`src/rtl/memory_col_ctrl.sv`:
```
// -----------------------------------------------------------------------------
// memory_col_ctrl
//
// Request sequencer for a 32-bit word memory built from four 8-bit, 1024-entry
// columns. Word requests (read/write with byte strobes) arrive over a
// valid/ready interface and queue in an in-order request FIFO. The issue stage
// pops one request per clock onto the registered column outputs. Read data
// returns from the columns two clocks after issue and lands in a small
// backpressured response buffer.
//
// Ports:
//   clk, rst_n      clock, asynchronous active-low reset
//   req_valid/ready request handshake (ready = request FIFO not full)
//   req_we          1 = write, 0 = read
//   req_addr        word address (AW bits)
//   req_wdata       write data, byte i -> column i
//   req_be          byte strobes (ignored for reads)
//   col_addr        shared column address (registered)
//   col_wr_data     column write data, bits [8i+7:8i] -> column i (registered)
//   col_byte_en     per-column write enable, one cycle per write (registered)
//   col_rd_data     concatenated column read data, registered by the columns
//   rsp_valid/ready response handshake
//   rsp_rdata       head of the response buffer
//   busy            any request queued, in flight, buffered, or a write strobe
//                   currently on the columns
//
// Timeline of a read accepted at edge E0: issue at E1, column sample at E2,
// response capture at E3. A read only issues if the response buffer has a
// slot reserved for it, so the buffer can never overflow.
// -----------------------------------------------------------------------------

// Overflow checks for both queues, kept apart from the datapath.
module memory_col_ctrl_chk (
    input logic clk,
    input logic rst_n,
    input logic req_ovf,
    input logic rsp_ovf
);
    a_req_no_overflow : assert property (@(posedge clk) disable iff (!rst_n) !req_ovf)
        else $error("request FIFO overflow");

    a_rsp_no_overflow : assert property (@(posedge clk) disable iff (!rst_n) !rsp_ovf)
        else $error("response buffer overflow");
endmodule

module memory_col_ctrl #(
    parameter int REQ_DEPTH = 4,
    parameter int RSP_DEPTH = 2,
    parameter int AW        = 10
) (
    input  logic          clk,
    input  logic          rst_n,
    input  logic          req_valid,
    output logic          req_ready,
    input  logic          req_we,
    input  logic [AW-1:0] req_addr,
    input  logic [31:0]   req_wdata,
    input  logic [3:0]    req_be,
    output logic [AW-1:0] col_addr,
    output logic [31:0]   col_wr_data,
    output logic [3:0]    col_byte_en,
    input  logic [31:0]   col_rd_data,
    output logic          rsp_valid,
    input  logic          rsp_ready,
    output logic [31:0]   rsp_rdata,
    output logic          busy
);

    localparam int QPW = (REQ_DEPTH > 1) ? $clog2(REQ_DEPTH) : 1;
    localparam int QCW = $clog2(REQ_DEPTH + 1);
    localparam int RPW = $clog2(RSP_DEPTH);
    localparam int RCW = $clog2(RSP_DEPTH + 1);
    localparam int SW  = RCW + 2;

    typedef struct packed {
        logic          we;
        logic [AW-1:0] addr;
        logic [31:0]   wdata;
        logic [3:0]    be;
    } req_t;

    // Response buffer depth need not be a power of two, so wrap explicitly.
    function automatic logic [RPW-1:0] rsp_ptr_inc(input logic [RPW-1:0] ptr);
        logic [RPW-1:0] nxt;
        if (ptr == RPW'(RSP_DEPTH - 1)) begin
            nxt = {RPW{1'b0}};
        end else begin
            nxt = ptr + RPW'(1);
        end
        return nxt;
    endfunction

    // Request FIFO state
    req_t           req_mem_r [REQ_DEPTH];
    logic [QPW-1:0] req_wr_ptr_r;
    logic [QPW-1:0] req_rd_ptr_r;
    logic [QCW-1:0] req_cnt_r;
    logic           req_ready_r;

    // Issue stage / column outputs
    logic [AW-1:0]  col_addr_r;
    logic [31:0]    col_wr_data_r;
    logic [3:0]     col_byte_en_r;
    logic           rd_p1_r;    // read on the column address lines
    logic           rd_p2_r;    // read data registered inside the columns

    // Response buffer state
    logic [31:0]    rsp_mem_r [RSP_DEPTH];
    logic [RPW-1:0] rsp_wr_ptr_r;
    logic [RPW-1:0] rsp_rd_ptr_r;
    logic [RCW-1:0] rsp_cnt_r;
    logic           rsp_valid_r;
    logic [31:0]    rsp_rdata_r;
    logic           busy_r;

    // Combinational control
    logic           push_s;
    req_t           push_data_s;
    req_t           head_s;
    logic           req_empty_s;
    logic [SW-1:0]  resv_s;
    logic           rd_ok_s;
    logic           issue_s;
    logic           issue_wr_s;
    logic           issue_rd_s;
    logic           cap_s;
    logic           pop_s;
    logic [QCW-1:0] req_cnt_nxt_s;
    logic [RCW-1:0] rsp_cnt_nxt_s;
    logic [RPW-1:0] rsp_rd_ptr_nxt_s;
    logic [31:0]    rsp_head_nxt_s;
    logic           busy_nxt_s;
    logic           req_ovf_s;
    logic           rsp_ovf_s;

    // Handshakes, issue permission and next-state values for registered outputs
    always_comb begin
        push_s      = req_valid && req_ready_r;
        push_data_s = '{we: req_we, addr: req_addr, wdata: req_wdata, be: req_be};
        head_s      = req_mem_r[req_rd_ptr_r];
        req_empty_s = (req_cnt_r == QCW'(0));

        // Slots already spoken for: buffered responses plus reads still in the
        // column pipeline. A new read needs one more free slot.
        resv_s  = SW'(rsp_cnt_r) + SW'(rd_p1_r) + SW'(rd_p2_r);
        rd_ok_s = (resv_s < SW'(RSP_DEPTH));

        if (req_empty_s) begin
            issue_s = 1'b0;
        end else if (head_s.we) begin
            issue_s = 1'b1;
        end else begin
            issue_s = rd_ok_s;
        end
        issue_wr_s = issue_s && head_s.we;
        issue_rd_s = issue_s && !head_s.we;

        cap_s = rd_p2_r;
        pop_s = rsp_valid_r && rsp_ready;

        req_cnt_nxt_s = req_cnt_r + QCW'(push_s) - QCW'(issue_s);
        rsp_cnt_nxt_s = rsp_cnt_r + RCW'(cap_s) - RCW'(pop_s);

        if (pop_s) begin
            rsp_rd_ptr_nxt_s = rsp_ptr_inc(rsp_rd_ptr_r);
        end else begin
            rsp_rd_ptr_nxt_s = rsp_rd_ptr_r;
        end

        // The next head is the word being captured only when the buffer is
        // (or becomes) empty, i.e. the write slot is the next read slot.
        if (cap_s && (rsp_wr_ptr_r == rsp_rd_ptr_nxt_s)) begin
            rsp_head_nxt_s = col_rd_data;
        end else begin
            rsp_head_nxt_s = rsp_mem_r[rsp_rd_ptr_nxt_s];
        end

        busy_nxt_s = (req_cnt_nxt_s != QCW'(0)) || issue_rd_s || rd_p1_r ||
                     (rsp_cnt_nxt_s != RCW'(0)) || issue_wr_s;

        req_ovf_s = push_s && (req_cnt_r == QCW'(REQ_DEPTH));
        rsp_ovf_s = cap_s && (rsp_cnt_r == RCW'(RSP_DEPTH)) && !pop_s;
    end

    // Request FIFO: storage, pointers, occupancy and registered ready
    always_ff @(posedge clk or negedge rst_n) begin
        if (!rst_n) begin
            for (int i = 0; i < REQ_DEPTH; i++) begin
                req_mem_r[i] <= '{we: 1'b0, addr: {AW{1'b0}}, wdata: 32'h0000_0000, be: 4'b0000};
            end
            req_wr_ptr_r <= {QPW{1'b0}};
            req_rd_ptr_r <= {QPW{1'b0}};
            req_cnt_r    <= {QCW{1'b0}};
            req_ready_r  <= 1'b0;
        end else begin
            if (push_s) begin
                req_mem_r[req_wr_ptr_r] <= push_data_s;
                req_wr_ptr_r            <= req_wr_ptr_r + QPW'(1);
            end else begin
                req_wr_ptr_r <= req_wr_ptr_r;
            end
            if (issue_s) begin
                req_rd_ptr_r <= req_rd_ptr_r + QPW'(1);
            end else begin
                req_rd_ptr_r <= req_rd_ptr_r;
            end
            req_cnt_r   <= req_cnt_nxt_s;
            req_ready_r <= (req_cnt_nxt_s != QCW'(REQ_DEPTH));
        end
    end

    // Issue stage: present the popped head to the columns and track reads in flight
    always_ff @(posedge clk or negedge rst_n) begin
        if (!rst_n) begin
            col_addr_r    <= {AW{1'b0}};
            col_wr_data_r <= 32'h0000_0000;
            col_byte_en_r <= 4'b0000;
            rd_p1_r       <= 1'b0;
            rd_p2_r       <= 1'b0;
        end else begin
            if (issue_wr_s) begin
                col_addr_r    <= head_s.addr;
                col_wr_data_r <= head_s.wdata;
                col_byte_en_r <= head_s.be;
            end else if (issue_rd_s) begin
                col_addr_r    <= head_s.addr;
                col_wr_data_r <= col_wr_data_r;
                col_byte_en_r <= 4'b0000;
            end else begin
                // Idle: address and data hold, strobes drop.
                col_addr_r    <= col_addr_r;
                col_wr_data_r <= col_wr_data_r;
                col_byte_en_r <= 4'b0000;
            end
            rd_p1_r <= issue_rd_s;
            rd_p2_r <= rd_p1_r;
        end
    end

    // Response buffer: capture column data, pop on handshake, registered head
    always_ff @(posedge clk or negedge rst_n) begin
        if (!rst_n) begin
            for (int i = 0; i < RSP_DEPTH; i++) begin
                rsp_mem_r[i] <= 32'h0000_0000;
            end
            rsp_wr_ptr_r <= {RPW{1'b0}};
            rsp_rd_ptr_r <= {RPW{1'b0}};
            rsp_cnt_r    <= {RCW{1'b0}};
            rsp_valid_r  <= 1'b0;
            rsp_rdata_r  <= 32'h0000_0000;
        end else begin
            if (cap_s) begin
                rsp_mem_r[rsp_wr_ptr_r] <= col_rd_data;
                rsp_wr_ptr_r            <= rsp_ptr_inc(rsp_wr_ptr_r);
            end else begin
                rsp_wr_ptr_r <= rsp_wr_ptr_r;
            end
            rsp_rd_ptr_r <= rsp_rd_ptr_nxt_s;
            rsp_cnt_r    <= rsp_cnt_nxt_s;
            rsp_valid_r  <= (rsp_cnt_nxt_s != RCW'(0));
            if (rsp_cnt_nxt_s != RCW'(0)) begin
                rsp_rdata_r <= rsp_head_nxt_s;
            end else begin
                rsp_rdata_r <= rsp_rdata_r;
            end
        end
    end

    // Activity flag
    always_ff @(posedge clk or negedge rst_n) begin
        if (!rst_n) begin
            busy_r <= 1'b0;
        end else begin
            busy_r <= busy_nxt_s;
        end
    end

    assign req_ready   = req_ready_r;
    assign col_addr    = col_addr_r;
    assign col_wr_data = col_wr_data_r;
    assign col_byte_en = col_byte_en_r;
    assign rsp_valid   = rsp_valid_r;
    assign rsp_rdata   = rsp_rdata_r;
    assign busy        = busy_r;

    memory_col_ctrl_chk u_chk (
        .clk     (clk),
        .rst_n   (rst_n),
        .req_ovf (req_ovf_s),
        .rsp_ovf (rsp_ovf_s)
    );

endmodule
```
`config.mk`:
```
export PLATFORM = sky130hd
export DESIGN_NAME = memory_col_ctrl
export DESIGN_NICKNAME = d
export VERILOG_FILES = /design/src/rtl/memory_col_ctrl.sv
export SDC_FILE = /design/constraint.sdc
export NUM_CORES = 1
export LEC_CHECK = 0
export CORE_AREA = 4 4 171 173
export CTS_CLUSTER_DIAMETER = 120
export DETAILED_ROUTE_END_ITERATION = 12
export DIE_AREA = 0 0 175 177
export GPL_ROUTABILITY_DRIVEN = 0
export PLACE_DENSITY = 0.84
export SLEW_MARGIN = 20
export SYNTH_ARGS = -nofsm -noshare
export SYNTH_HDL_FRONTEND = slang
export SYNTH_HIERARCHICAL = 1
export SYNTH_SLANG_ARGS = --single-unit
```
`constraint.sdc`:
```
create_clock -name clk -period 3.3 [get_ports clk]
set_input_delay 0.33 -clock clk [delete_from_list [all_inputs] [get_ports clk]]
set_output_delay 0.33 -clock clk [all_outputs]
set_load 0.05 [all_outputs]
```
==> run metrics <==
Placed Area=17100 um2; largest net degree at the start of global routing=~90; Pre-antenna DRT Iters=4; Pleak=about 7.7 nW; Adder-Cell Fraction of Synth Area=0.800%; CP startpoint kind=flip-flop; crit path to=rsp_rdata[16]$_DFFE_PN0P_; r2r startpoint=cap_s$_DFF_PN0_; Port-buffer cells=163; Routed Antenna Nets=0; CTS Buffer Depth=3; CTS tree=yes; drt total wl=32.4 mm; XOR/XNOR Fraction of Synth Area=0.659%; final setup fails=0; Pins Over Slew Limit=0; Yosys reg bits=346; area of the multi-input gates=6010 um2; Compound-Gate Fraction of Synth Area=approximately 5.3%; Mean Syn Cell Area=~15 um2; GRT Util Overall=between 20% and 30%; # nets final=between 1k and 1.5k; Slew @ Worst Pin=1070 ps; Layout area overhead=22.6%; mux share of post-synthesis cell area=29.2%; Detail Placement HPWL=approximately 20 mm; worst r2r dst=rsp_rdata[16]$_DFFE_PN0P_; largest family of logic cells by synthesized area=multiplexers; CTS root buf=clkbuf_16; register area=a little under 9000 um2; Final Skew=around 27 ps; Synth warnings=6; critical path class=flip-flop to flip-flop; DRC violations left=0; number of vias per cell=between 5 and 6; Min Clock Period, post-route=2920 ps; maximum clock rate=343 MHz; Setup crit end kind=flip-flop; PD cells=around 1200 nW/um2; die area=31000 um2; FILL cells=1920; Gate Count Post-Synth=1012; CP top delay family=buffers and inverters; final instance area=18400 um2; WP buf/inv=4; relative slew slack=28.7%; fin crit share=88.5%; initial core utilization=54.3%; TritonCTS Buffers=38; vias in the first global route=10.0k; H-tree lvl count=2; Synth Area in Simple Gates=slightly below 4%; Slowest cell on crit path=nor2_4; critical path depth in cells=10; Crit path arrival time=between 3000 and 4000 ps; DR WL/cell=20.6 um; count of cell types in the netlist=30; Max Fanout on Critical Path=46; Hold Fails Final Rpt=0; CP peak stage delay=440 ps; critical path cell sequence=buf_4 -> inv_1 -> ha_1 -> inv_1 -> ha_1 -> xor3_1 -> nor2_4 -> buf_12 -> nor2_1 -> a211oi_1; DIE HEIGHT=about 180 um; global-route wire length before repair=about 54 mm; mapped cell area=15000 um2; Cell Rows=a little over 60; initial antenna violation count=4; DR vias=slightly above 9k; outcome=finished clean; Placed Cells incl. Taps=1502; RSZ-0062 raised after global routing=false; worst skew pair latency=520 ps; Seq/Total Area, Yosys=57.7%; syn_nets=1104; ant diodes=0; Setup crit start=cap_s$_DFF_PN0_; layout cells sized above 1=between 30% and 40%; final hold slack=between 400 and 500 ps; worst vdd ir=around 850 uV; Die X=175 um; Layout Cells excl Fill=1572; # IOs=164; core footprint=~28000 um2; MaxCap Viol Count=0; reg2reg path depth=10; overall power=approximately 23 mW; setup_tns=0 ps; 1st-iter DRT viols=472; required time of the critical path=3690 ps; CTS sink count=346; class of the worst hold path=flip-flop to flip-flop; Worst-path clk slew=60 ps; overflow left after global routing=0; reg-to-reg slack, setup=380 ps
-- synth_stat cells --
master / count / share of area [%]
buf_6: 1 / 0.075
nand3_1: 6 / 0.20
a21boi_0: 32 / 1.6
nand3b_1: 1 / 0.050
mux4_2: 47 / 7.1
dfrtp_1: 346 / 58
buf_4: 4 / 0.20
buf_1: 3 / 0.075
o21ai_4: 1 / 0.11
nand2_1: 7 / 0.18
xor3_1: 1 / 0.16
fa_1: 1 / 0.13
clkbuf_1: 37 / 0.93
and2_1: 2 / 0.083
a21bo_2: 1 / 0.067
a211oi_1: 33 / 1.7
nor2_1: 69 / 1.7
nand2b_1: 1 / 0.042
nor4_1: 1 / 0.042
mux2_2: 295 / 22
or3_1: 1 / 0.042
inv_1: 7 / 0.18
xnor2_1: 4 / 0.23
a2111oi_0: 32 / 1.9
buf_2: 31 / 1.0
ha_1: 8 / 0.67
xnor3_1: 1 / 0.15
and3_1: 36 / 1.5
clkbuf_2: 1 / 0.033
xor2_1: 2 / 0.12
-- what timing repair did --
| action | in CTS | in global routing |
|---|---|---|
| resized for setup | 0 | 0 |
| hold buffers | 1 | 0 |
| buffers inserted | 0 | 0 |
| hold endpoints to repair | 83 | 0 |
-- kinds of logic (layout without fill, tap and decap cells) --
family	after synthesis	count (layout)
flip-flops	346	346
multiplexers	342	342
AND/OR/NAND/NOR	124	124
AO/OA/AOI/OAI	99	99
buffers and inverters	84	266
adder cells (fa/ha/maj)	9	9
XOR/XNOR	8	8
-- where the power goes --
group          switching (mW)  internal (mW)
logic                    5.65           5.21
clock network            1.66           2.42
registers                1.12           6.53
total                    8.44           14.2
-- layout by cell type (no fill, tap or decap), drive strengths merged, types with 2 or more instances in the layout --
master and n:
mux4 47, and3 36, inv 9, clkinv 7
buf 28, clkbuf 59, a21boi 32, clkdlybuf4s50 162
and2 2, dfrtp 346, xor2 2, xnor2 4
ha 8, mux2 295, nand3 6, nor2 69
a211oi 33, nand2 7, a2111oi 32
-- final cells by class --
cell class                 instances  area share, %
timing repair buffer             191           10.9
clock buffer                      59           6.25
tap                              378           2.57
multi-input combinational        582           32.6
inverter                           7          0.143
clock inverter                     9          0.428
sequential                       346           47.1
-- metal layers --
layer  vias to the layer above  global-route usage [%]  wire (um)
li1                       4050                       -          -
met1                      4860                    28.6      13600
met2                       239                    35.9      16300
met3                        43                    5.02       1900
met4                         8                    5.34        541
met5                         -                       0         45
-- flip-flops by register name, summed over array words and instances, names as in the netlist, 2 cells and up --
signal,cells
req_mem_r,188
rsp_mem_r,64
col_wr_data,32
rsp_rdata,32
col_addr,10
col_byte_en,4
req_cnt_r,3
req_rd_ptr_r,2
req_wr_ptr_r,2
rsp_cnt_r,2
-- per-stage QoR --
stage / utilization [%] / setup slack [ps]
6_report: 66.6 / 381
2_1_floorplan: - / 478
3_3_place_gp: 62.0 / 552
3_5_place_dp: 62.0 / 432
5_1_grt: 66.6 / 234
4_1_cts: 66.5 / 442
-- how the worst min path moves through the flow --
stage	start	end	slack, ps	depth (start not counted)
floorplan	rst_n	busy$_DFF_PN0_	30	0
global placement	rst_n	rsp_mem_r[29]$_DFFE_PN0P_	390	1
global route	rd_p1_r$_DFF_PN0_	cap_s$_DFF_PN0_	420	0
detailed placement	rst_n	rsp_mem_r[61]$_DFFE_PN0P_	390	1
CTS	rd_p1_r$_DFF_PN0_	cap_s$_DFF_PN0_	410	0
finish	rd_p1_r$_DFF_PN0_	cap_s$_DFF_PN0_	410	0
(Power assumes the default switching activity.)
